**config.mk**
```make
export PLATFORM = sky130hd
export DESIGN_NAME = mips_multicycle_ctrl_flat
export DESIGN_NICKNAME = d
export VERILOG_FILES = /design/src/rtl/mips_multicycle_ctrl_if.sv /design/src/rtl/mips_multicycle_ctrl.sv /design/src/flat_wrapper.sv
export SDC_FILE = /design/constraint.sdc
export NUM_CORES = 1
export LEC_CHECK = 0
export ABC_AREA = 1
export CORE_UTILIZATION = 50
export DETAILED_ROUTE_END_ITERATION = 16
export GPL_TIMING_DRIVEN = 1
export PLACE_DENSITY = 0.86
export SYNTH_ARGS = -nofsm -noshare
export SYNTH_HDL_FRONTEND = slang
export SYNTH_SLANG_ARGS = --single-unit
```
**constraint.sdc**
```tcl
create_clock -name clk -period 3.08 [get_ports clk]
set_input_delay 0.616 -clock clk [delete_from_list [all_inputs] [get_ports clk]]
set_output_delay 0.616 -clock clk [all_outputs]
set_load 0.03 [all_outputs]
```
**src/rtl/mips_multicycle_ctrl_if.sv**
```systemverilog
// Control bundle between the multi-cycle MIPS controller and its datapath/memory.
// master = controller (drives selects/strobes), slave = datapath side.
interface mips_multicycle_ctrl_if;
  logic [31:0] instr;
  logic        alu_zero;
  logic        mem_ready;
  logic [5:0]  alu_selection;
  logic        alu_src_a;
  logic [1:0]  alu_src_b;
  logic        i_or_d;
  logic        mem_read;
  logic        mem_write;
  logic        ir_write;
  logic        pc_write;
  logic [1:0]  pc_src;
  logic        reg_write;
  logic        reg_dst;
  logic        mem_to_reg;
  logic        illegal;
  logic        bus_error;
  logic [2:0]  state;
  logic [31:0] retired;

  modport master (
    input  instr, alu_zero, mem_ready,
    output alu_selection, alu_src_a, alu_src_b, i_or_d, mem_read, mem_write,
           ir_write, pc_write, pc_src, reg_write, reg_dst, mem_to_reg,
           illegal, bus_error, state, retired
  );

  modport slave (
    output instr, alu_zero, mem_ready,
    input  alu_selection, alu_src_a, alu_src_b, i_or_d, mem_read, mem_write,
           ir_write, pc_write, pc_src, reg_write, reg_dst, mem_to_reg,
           illegal, bus_error, state, retired
  );
endinterface

```
**src/rtl/mips_multicycle_ctrl.sv**
```systemverilog
// Multi-cycle MIPS control FSM: FETCH/DECODE/EXEC/MEM/WB with memory ready handshake,
// illegal-instruction and memory-timeout traps, retired-instruction counter.
module mips_multicycle_ctrl #(
  parameter int MEM_TIMEOUT = 0
) (
  input logic                  clk,
  input logic                  rst,
  mips_multicycle_ctrl_if.master bus
);

  typedef enum logic [2:0] {
    FETCH  = 3'd0,
    DECODE = 3'd1,
    EXEC   = 3'd2,
    MEM    = 3'd3,
    WB     = 3'd4,
    TRAP   = 3'd5
  } state_t;

  localparam int TW = (MEM_TIMEOUT > 1) ? $clog2(MEM_TIMEOUT) : 1;
  localparam logic [TW-1:0] TLIM = TW'((MEM_TIMEOUT > 0) ? MEM_TIMEOUT - 1 : 0);

  state_t        state_q, state_d;
  logic [TW-1:0] wait_q;
  logic          illegal_q, bus_error_q;
  logic [31:0]   retired_q;
  logic          set_illegal, set_bus_error, retire, timeout;

  logic [5:0] opcode, funct;
  logic       is_r, is_addi, is_andi, is_lw, is_sw, is_beq, is_j, funct_ok, legal;
  logic       unused_instr_bits;

  assign opcode = bus.instr[31:26];
  assign funct  = bus.instr[5:0];
  assign unused_instr_bits = ^bus.instr[25:6];

  assign is_r    = (opcode == 6'b000000);
  assign is_addi = (opcode == 6'b001000);
  assign is_andi = (opcode == 6'b001100);
  assign is_lw   = (opcode == 6'b100011);
  assign is_sw   = (opcode == 6'b101011);
  assign is_beq  = (opcode == 6'b000100);
  assign is_j    = (opcode == 6'b000010);

  always_comb begin
    funct_ok = 1'b0;
    case (funct)
      6'b100000, 6'b100010, 6'b100100, 6'b100101,
      6'b100111, 6'b101010, 6'b100110: funct_ok = 1'b1;
      default:                         funct_ok = 1'b0;
    endcase
  end

  assign legal = (is_r & funct_ok) | is_addi | is_andi | is_lw | is_sw | is_beq | is_j;

  // The wait counter tracks cycles spent in the current FETCH/MEM visit; the last
  // allowed cycle times out only if memory has not answered in that same cycle.
  assign timeout = (MEM_TIMEOUT != 0) && (wait_q == TLIM) && !bus.mem_ready;

  always_comb begin
    state_d           = state_q;
    set_illegal       = 1'b0;
    set_bus_error     = 1'b0;
    retire            = 1'b0;
    bus.alu_selection = 6'b100000;
    bus.alu_src_a     = 1'b0;
    bus.alu_src_b     = 2'b00;
    bus.i_or_d        = 1'b0;
    bus.mem_read      = 1'b0;
    bus.mem_write     = 1'b0;
    bus.ir_write      = 1'b0;
    bus.pc_write      = 1'b0;
    bus.pc_src        = 2'b00;
    bus.reg_write     = 1'b0;
    bus.reg_dst       = 1'b0;
    bus.mem_to_reg    = 1'b0;

    case (state_q)
      FETCH: begin
        bus.mem_read  = 1'b1;
        bus.alu_src_b = 2'b01;
        if (bus.mem_ready) begin
          bus.ir_write = 1'b1;
          bus.pc_write = 1'b1;
          state_d      = DECODE;
        end else if (timeout) begin
          state_d       = TRAP;
          set_bus_error = 1'b1;
        end
      end
      DECODE: begin
        bus.alu_src_b = 2'b11;
        if (legal) begin
          state_d = EXEC;
        end else begin
          state_d     = TRAP;
          set_illegal = 1'b1;
        end
      end
      EXEC: begin
        if (is_r) begin
          bus.alu_src_a     = 1'b1;
          bus.alu_selection = funct;
          state_d           = WB;
        end else if (is_addi || is_andi || is_lw || is_sw) begin
          bus.alu_src_a     = 1'b1;
          bus.alu_src_b     = 2'b10;
          bus.alu_selection = opcode;
          state_d           = (is_lw || is_sw) ? MEM : WB;
        end else if (is_beq) begin
          bus.alu_src_a     = 1'b1;
          bus.alu_selection = 6'b000100;
          if (!bus.alu_zero) begin
            bus.pc_write = 1'b1;
            bus.pc_src   = 2'b01;
          end
          state_d = FETCH;
          retire  = 1'b1;
        end else if (is_j) begin
          bus.pc_write = 1'b1;
          bus.pc_src   = 2'b10;
          state_d      = FETCH;
          retire       = 1'b1;
        end else begin
          state_d     = TRAP;
          set_illegal = 1'b1;
        end
      end
      MEM: begin
        bus.i_or_d    = 1'b1;
        bus.mem_read  = is_lw;
        bus.mem_write = is_sw;
        if (bus.mem_ready) begin
          state_d = is_sw ? FETCH : WB;
          retire  = is_sw;
        end else if (timeout) begin
          state_d       = TRAP;
          set_bus_error = 1'b1;
        end
      end
      WB: begin
        bus.reg_write  = 1'b1;
        bus.reg_dst    = is_r;
        bus.mem_to_reg = is_lw;
        state_d        = FETCH;
        retire         = 1'b1;
      end
      TRAP:    state_d = TRAP;
      default: state_d = TRAP;
    endcase

    // Reset has priority over whatever the current state would request.
    if (rst) begin
      bus.alu_selection = 6'b100000;
      bus.alu_src_a     = 1'b0;
      bus.alu_src_b     = 2'b00;
      bus.i_or_d        = 1'b0;
      bus.mem_read      = 1'b0;
      bus.mem_write     = 1'b0;
      bus.ir_write      = 1'b0;
      bus.pc_write      = 1'b0;
      bus.pc_src        = 2'b00;
      bus.reg_write     = 1'b0;
      bus.reg_dst       = 1'b0;
      bus.mem_to_reg    = 1'b0;
    end
  end

  always_ff @(posedge clk) begin
    if (rst) begin
      state_q     <= FETCH;
      wait_q      <= '0;
      illegal_q   <= 1'b0;
      bus_error_q <= 1'b0;
      retired_q   <= 32'd0;
    end else begin
      state_q <= state_d;
      if (state_d != state_q || MEM_TIMEOUT == 0) wait_q <= '0;
      else                                        wait_q <= wait_q + 1'b1;
      if (set_illegal)   illegal_q   <= 1'b1;
      if (set_bus_error) bus_error_q <= 1'b1;
      if (retire)        retired_q   <= retired_q + 32'd1;
    end
  end

  assign bus.state     = state_q;
  assign bus.illegal   = illegal_q & ~rst;
  assign bus.bus_error = bus_error_q & ~rst;
  assign bus.retired   = rst ? 32'd0 : retired_q;

endmodule

```
**src/flat_wrapper.sv**
```systemverilog
// flat-port wrapper written by rule: the top's interface ports become plain ports
module mips_multicycle_ctrl_flat 
#(
  parameter int MEM_TIMEOUT = 0
)
  (clk, rst, bus_instr, bus_alu_zero, bus_mem_ready, bus_alu_selection, bus_alu_src_a, bus_alu_src_b, bus_i_or_d, bus_mem_read, bus_mem_write, bus_ir_write, bus_pc_write, bus_pc_src, bus_reg_write, bus_reg_dst, bus_mem_to_reg, bus_illegal, bus_bus_error, bus_state, bus_retired);
  mips_multicycle_ctrl_if bus_i ();
  input logic clk;
  input logic rst;
  input wire logic [$bits(bus_i.instr)-1:0] bus_instr;
  input wire logic [$bits(bus_i.alu_zero)-1:0] bus_alu_zero;
  input wire logic [$bits(bus_i.mem_ready)-1:0] bus_mem_ready;
  output wire logic [$bits(bus_i.alu_selection)-1:0] bus_alu_selection;
  output wire logic [$bits(bus_i.alu_src_a)-1:0] bus_alu_src_a;
  output wire logic [$bits(bus_i.alu_src_b)-1:0] bus_alu_src_b;
  output wire logic [$bits(bus_i.i_or_d)-1:0] bus_i_or_d;
  output wire logic [$bits(bus_i.mem_read)-1:0] bus_mem_read;
  output wire logic [$bits(bus_i.mem_write)-1:0] bus_mem_write;
  output wire logic [$bits(bus_i.ir_write)-1:0] bus_ir_write;
  output wire logic [$bits(bus_i.pc_write)-1:0] bus_pc_write;
  output wire logic [$bits(bus_i.pc_src)-1:0] bus_pc_src;
  output wire logic [$bits(bus_i.reg_write)-1:0] bus_reg_write;
  output wire logic [$bits(bus_i.reg_dst)-1:0] bus_reg_dst;
  output wire logic [$bits(bus_i.mem_to_reg)-1:0] bus_mem_to_reg;
  output wire logic [$bits(bus_i.illegal)-1:0] bus_illegal;
  output wire logic [$bits(bus_i.bus_error)-1:0] bus_bus_error;
  output wire logic [$bits(bus_i.state)-1:0] bus_state;
  output wire logic [$bits(bus_i.retired)-1:0] bus_retired;
  assign bus_i.instr = bus_instr;
  assign bus_i.alu_zero = bus_alu_zero;
  assign bus_i.mem_ready = bus_mem_ready;
  assign bus_alu_selection = bus_i.alu_selection;
  assign bus_alu_src_a = bus_i.alu_src_a;
  assign bus_alu_src_b = bus_i.alu_src_b;
  assign bus_i_or_d = bus_i.i_or_d;
  assign bus_mem_read = bus_i.mem_read;
  assign bus_mem_write = bus_i.mem_write;
  assign bus_ir_write = bus_i.ir_write;
  assign bus_pc_write = bus_i.pc_write;
  assign bus_pc_src = bus_i.pc_src;
  assign bus_reg_write = bus_i.reg_write;
  assign bus_reg_dst = bus_i.reg_dst;
  assign bus_mem_to_reg = bus_i.mem_to_reg;
  assign bus_illegal = bus_i.illegal;
  assign bus_bus_error = bus_i.bus_error;
  assign bus_state = bus_i.state;
  assign bus_retired = bus_i.retired;
  mips_multicycle_ctrl #(.MEM_TIMEOUT(MEM_TIMEOUT)) u_core (.clk(clk), .rst(rst), .bus(bus_i));
endmodule
```
======== After elaboration in Yosys (flattened, before gate mapping) ========
Index checks and enable logic that the tools add are counted.
W data, S select, Z words.
word-level totals
  register bits after elaboration ......... 36
  input bits .............................. 36
  output and inout bits ................... 56
  logic and storage cells ................. 106
cells by class
  add/subtract/negate cells ............... 1
  eq/ne operators ......................... 19
  multiplexer cells ....................... 66
  bitwise operators ....................... 9
  reduce and logical (&&, ||, !) cells .... 8
operators with widths
  kind                     number
  $eq A6 B6 Y1 const B     9
  $mux W1                  36
  $add A32 B1 Y32 const B  1
  $mux W32                 1
  $mux W6                  5
  $mux W3                  9
  $mux W2                  9
  $pmux W3 S5              1
  $eq A6 B4 Y1 const B     2
  $reduce_or A7 Y1         1
  $eq A3 B2 Y1 const B     2
  $eq A6 B2 Y1 const B     1
  $eq A6 B3 Y1 const B     1
  $logic_not A6 Y1         1
  $or A1 B1 Y1             6
  $pmux W1 S2              3
  $pmux W2 S3              1
  $logic_or A1 B1 Y1       4
  $ne A2 B2 Y1 const B     2
  $eq A3 B1 Y1 const B     1
  $eq A3 B3 Y1 const B     1
  $logic_not A3 Y1         1
  $pmux W1 S3              1
  $and A1 B1 Y1            2
  2 further kinds          2

======== Longest topological paths before layout ========
  depth after elaboration ................. 12
  mapped depth ............................ 10

======== Least setup slack after synthesis ========
No wires, ideal clock.
  path kind ............................... input to output
  from .................................... input rst
  to ...................................... output bus_mem_read
  arrival ................................. 2.085 ns
  slack ................................... 0.379 ns
  stages .................................. 4
  path buffers ............................ 1
  cell sequence ........................... clkbuf_1 -> nor2_1 -> inv_1 -> o21ai_0
on the way
  longest elaborated chain between the ends .. 1
RTL lines
  what                line                         RTL
  start: declaration  flat_wrapper.sv:9            input logic rst;
  $mux W1             mips_multicycle_ctrl.sv:153  if (rst) begin
  end: declaration    flat_wrapper.sv:17           output wire logic [$bits(bus_i.mem_read)-1:0] bus_mem_read;
Every way passes these cells.

======== Worst setup path in the final report ========
  from .................................... input bus_instr[30]
  to ...................................... output bus_reg_dst
on the way
  longest elaborated chain between the ends .. 3
RTL lines
  what                line                         RTL
  start: declaration  flat_wrapper.sv:10           input wire logic [$bits(bus_i.instr)-1:0] bus_instr;
  $logic_not A6 Y1    mips_multicycle_ctrl.sv:37   assign is_r = (opcode == 6'b000000);
  $mux W1             mips_multicycle_ctrl.sv:78   case (state_q)
  $mux W1             mips_multicycle_ctrl.sv:153
  end: declaration    flat_wrapper.sv:23           output wire logic [$bits(bus_i.reg_dst)-1:0] bus_reg_dst;
Every way passes these cells.

==> flow_summary.json <==
{
  "status": "finished clean",
  "crit_type": "in -> out",
  "start_util_pct": 53.20,
  "die_area_um2": 5839,
  "cpMostUsedCell": "clkdlybuf4s50_1",
  "syn_area_um2": 2769,
  "clkTransAtPathRegs_ns": 0.07,
  "grt_pass1_wl_mm": 12.92,
  "skew_ns": 0.01076,
  "vias_per_cell": 5.219,
  "yosys.area.top_type_share_pct": 26.03,
  "crit_slowest_cell": "clkdlybuf4s50_1",
  "clock_latency_ns": 0.29,
  "sw_frac_of_total_pct": 28.13,
  "hold_viol_final": 0,
  "maxCapViolCount": 0,
  "syn_inst": 502,
  "worstPathArrival_ns": 2.37,
  "finalPower_mw": 1.090,
  "maxSlewViolCount": 0,
  "grt_usage_pct": 26.70,
  "cts_root_buf": "clkbuf_8",
  "synth_warnings": 0,
  "grt_max_degree": 65,
  "cts_tree": "done",
  "switchingPower_mw": 0.3067,
  "p_int_mw": 0.7833,
  "path_depth": 5,
  "hold_path_class": "reg -> reg",
  "yosysSeqAreaShare_pct": 26.03,
  "final_nets": 609,
  "first_pass_iters": 5,
  "whs_path_depth": 2,
  "cts_made_buffers": 5,
  "antenna_left": 0,
  "cp_top_family": "buffers and inverters",
  "busiest_layer": "met2",
  "end_kind": "output port",
  "clk_path_buf_depth": 2,
  "rsz0062_at_grt": "no",
  "clockPowerShare_pct": 38.2,
  "p_leak_nw": 1.468,
  "r2r_setup_slack_ns": 1.15,
  "use_met2_pct": 45.50,
  "post-cts-setup-buffers": 0,
  "max_freq_mhz": 335.0,
  "crit_required_ns": 2.46,
  "finalCritPeriodShare_pct": 96.91,
  "portBuffers": 70,
  "holdWs_ns": 0.4859,
  "peakVddDrop_mv": 0.2623,
  "grt_antenna_before_repair": 0,
  "die_y_um": 76.42,
  "p_seq_share_pct": 44.4,
  "crit_end": "bus_reg_dst",
  "setup_violations": 0,
  "syn_nets": 539,
  "finalNonFillerCells": 643,
  "syn_area_per_cell_um2": 5.516,
  "drc": 0,
  "n_antenna_cell": 0,
  "yosysTopAreaCell": "dfxtp_1",
  "reg2reg_from": "u_core.bus.state[0]",
  "drtIter0Drc": 271,
  "drive_gt1_share_pct": 7.330,
  "cp_slowest_stage_delay_ns": 0.68,
  "syn_to_final_growth_pct": 31.27,
  "pwr_density_cell_nw_per_um2": 299.9,
  "synth_top_flop_cell": "dfxtp_1",
  "ys_ff_latch": 36,
  "core_um2": 5205,
  "grtUsageMet1_pct": 35.76,
  "clkSinkCount": 36,
  "cts_max_level": 2,
  "async_flop_share_pct": 0,
  "dr_total_vias": 3356,
  "grt_overflow": 0,
  "rows": 26,
  "period_minus_slack_ns": 2.985,
  "r2r_end": "u_core.retired_q[27]",
  "gr-usage-met3_pct": 3.713,
  "grt_pass1_vias": 2937,
  "synth_cell_type_count": 28,
  "gp_routability_congestion": 0.9425,
  "synth_common_cells": "158 x nand2_1, 100 x nor2_1, 58 x inv_1",
  "path_cells": "clkdlybuf4s50_1, nor2_2, nand3_1, nor2_1, clkdlybuf4s50_1",
  "fillerInstances": 456,
  "dp_hpwl_mm": 5.955,
  "dp.cells": 635,
  "cp-start-kind": "input pin",
  "post_drt_wl_per_cell_um": 12.17,
  "synth.area.top_cells": "dfxtp_1 26%, nand2_1 21%, nor2_1 14%, inv_1 7.9%, a21oi_1 7.2%",
  "worstPathMaxFanout": 5,
  "pwr-share-comb_pct": 17.4,
  "reg2reg_depth": 7,
  "die_x_um": 76.42,
  "totalWireLength_mm": 7.825,
  "cp_num_buf_inv": 2,
  "crit_start": "bus_instr[30]",
  "synth_most_common_cell": "nand2_1",
  "synth_edf_count": 0,
  "io_pins": 92
}
what timing repair did:
action / 4_1_cts / 5_1_grt
gates cloned: 0 / 0
hold buffers: 0 / 0
resized for setup: 1 / 5
endpoints found under the setup margin: 1 / 5
power groups by stage:
stage                     Sequential, mW  Combinational, mW  Clock [mW]
after floorplan                    0.500              0.117           0
after global placement             0.494              0.186           0
after detailed placement           0.495              0.188           0
after CTS                          0.484              0.189       0.416
after global routing               0.486              0.207       0.442
final                              0.484              0.189       0.417
cells in the final DEF (no fill, tap or decap), types with 2 or more instances in the layout:
| cell | n |
|---|---|
| dfxtp_1 | 36 |
| nor3_1 | 20 |
| dlymetal6s2s_1 | 5 |
| clkinv_2 | 2 |
| o21ai_0 | 6 |
| buf_4 | 16 |
| a21oi_2 | 2 |
| inv_2 | 4 |
| clkbuf_8 | 5 |
| nor3_2 | 3 |
| xor2_1 | 11 |
| a21oi_1 | 40 |
| nand2_1 | 158 |
| nor2_1 | 100 |
| nand4_1 | 2 |
| inv_1 | 58 |
| nor2_2 | 4 |
| clkdlybuf4s50_1 | 55 |
| nand3_1 | 33 |
state kept, by name (all words and copies together) (netlist names):
signal and count:
u_core.illegal_q 1, u_core.retired_q 32, u_core.bus.state 3
worst reg2reg max path, delay by kind of cell (launching register included):
kind	cells	cell delay [ns]
buffers and inverters	1	0.40
flip-flops	1	0.46
AND/OR/NAND/NOR	4	0.82
AO/OA/AOI/OAI	2	0.15
layout make-up:
| type | instances | area [um2] | share of cell area, % |
|---|---|---|---|
| multi-input cells | 387 | 1714 | 47.16 |
| well taps | 70 | 87.58 | 2.410 |
| clock buffers | 6 | 72.57 | 1.997 |
| flip-flops and latches | 36 | 720.7 | 19.83 |
| repair buffers | 79 | 767.0 | 21.10 |
| inverters | 63 | 237.7 | 6.540 |
| clock inverters | 2 | 35.03 | 0.9639 |
per-layer routing:
| layer | part of all wire, % | vias to the layer above |
|---|---|---|
| met3 | 6.6 | 11 |
| met4 | 0.82 | 0 |
| li1 | - | 1695 |
| met1 | 46 | 1529 |
| met2 | 47 | 121 |
| met5 | 0 | - |
stage by stage:
step	instance area (um2)	utilization [%]	setup TNS (ns)	setup slack (ns)
after global routing	3635	69.83	0	0.03501
after CTS	3622	69.59	0	0.02838
after detailed placement	3516	67.55	-0.01208	-0.01208
after global placement	3516	67.55	0	0.03507
after floorplan	2769	-	0	0.3790
final	3635	69.83	0	0.09526
worst min-delay path by stage:
stage                                    start                   end  slack, ns
after floorplan            u_core.retired_q[6]   u_core.retired_q[6]       0.45
after global placement     u_core.retired_q[6]   u_core.retired_q[6]       0.46
after detailed placement  u_core.retired_q[26]  u_core.retired_q[26]       0.47
after CTS                 u_core.retired_q[26]  u_core.retired_q[26]       0.48
after global routing      u_core.retired_q[30]  u_core.retired_q[30]       0.51
final                     u_core.retired_q[26]  u_core.retired_q[26]       0.49
logic make-up (layout without fill, tap and decap cells):
logic type	count (synthesis)	count (layout)	share of synthesized area [%]
and+or+nand+nor	324	324	48.40
other	1	1	0.1354
adders and majority gates	1	1	0.4518
xor gates and xnor gates	11	11	3.479
DFF	36	36	26.03
buffers and inverters	79	150	12.06
AOI/OAI and AO/OA	50	50	9.445
Note: power is estimated with default switching activity, not from simulation.
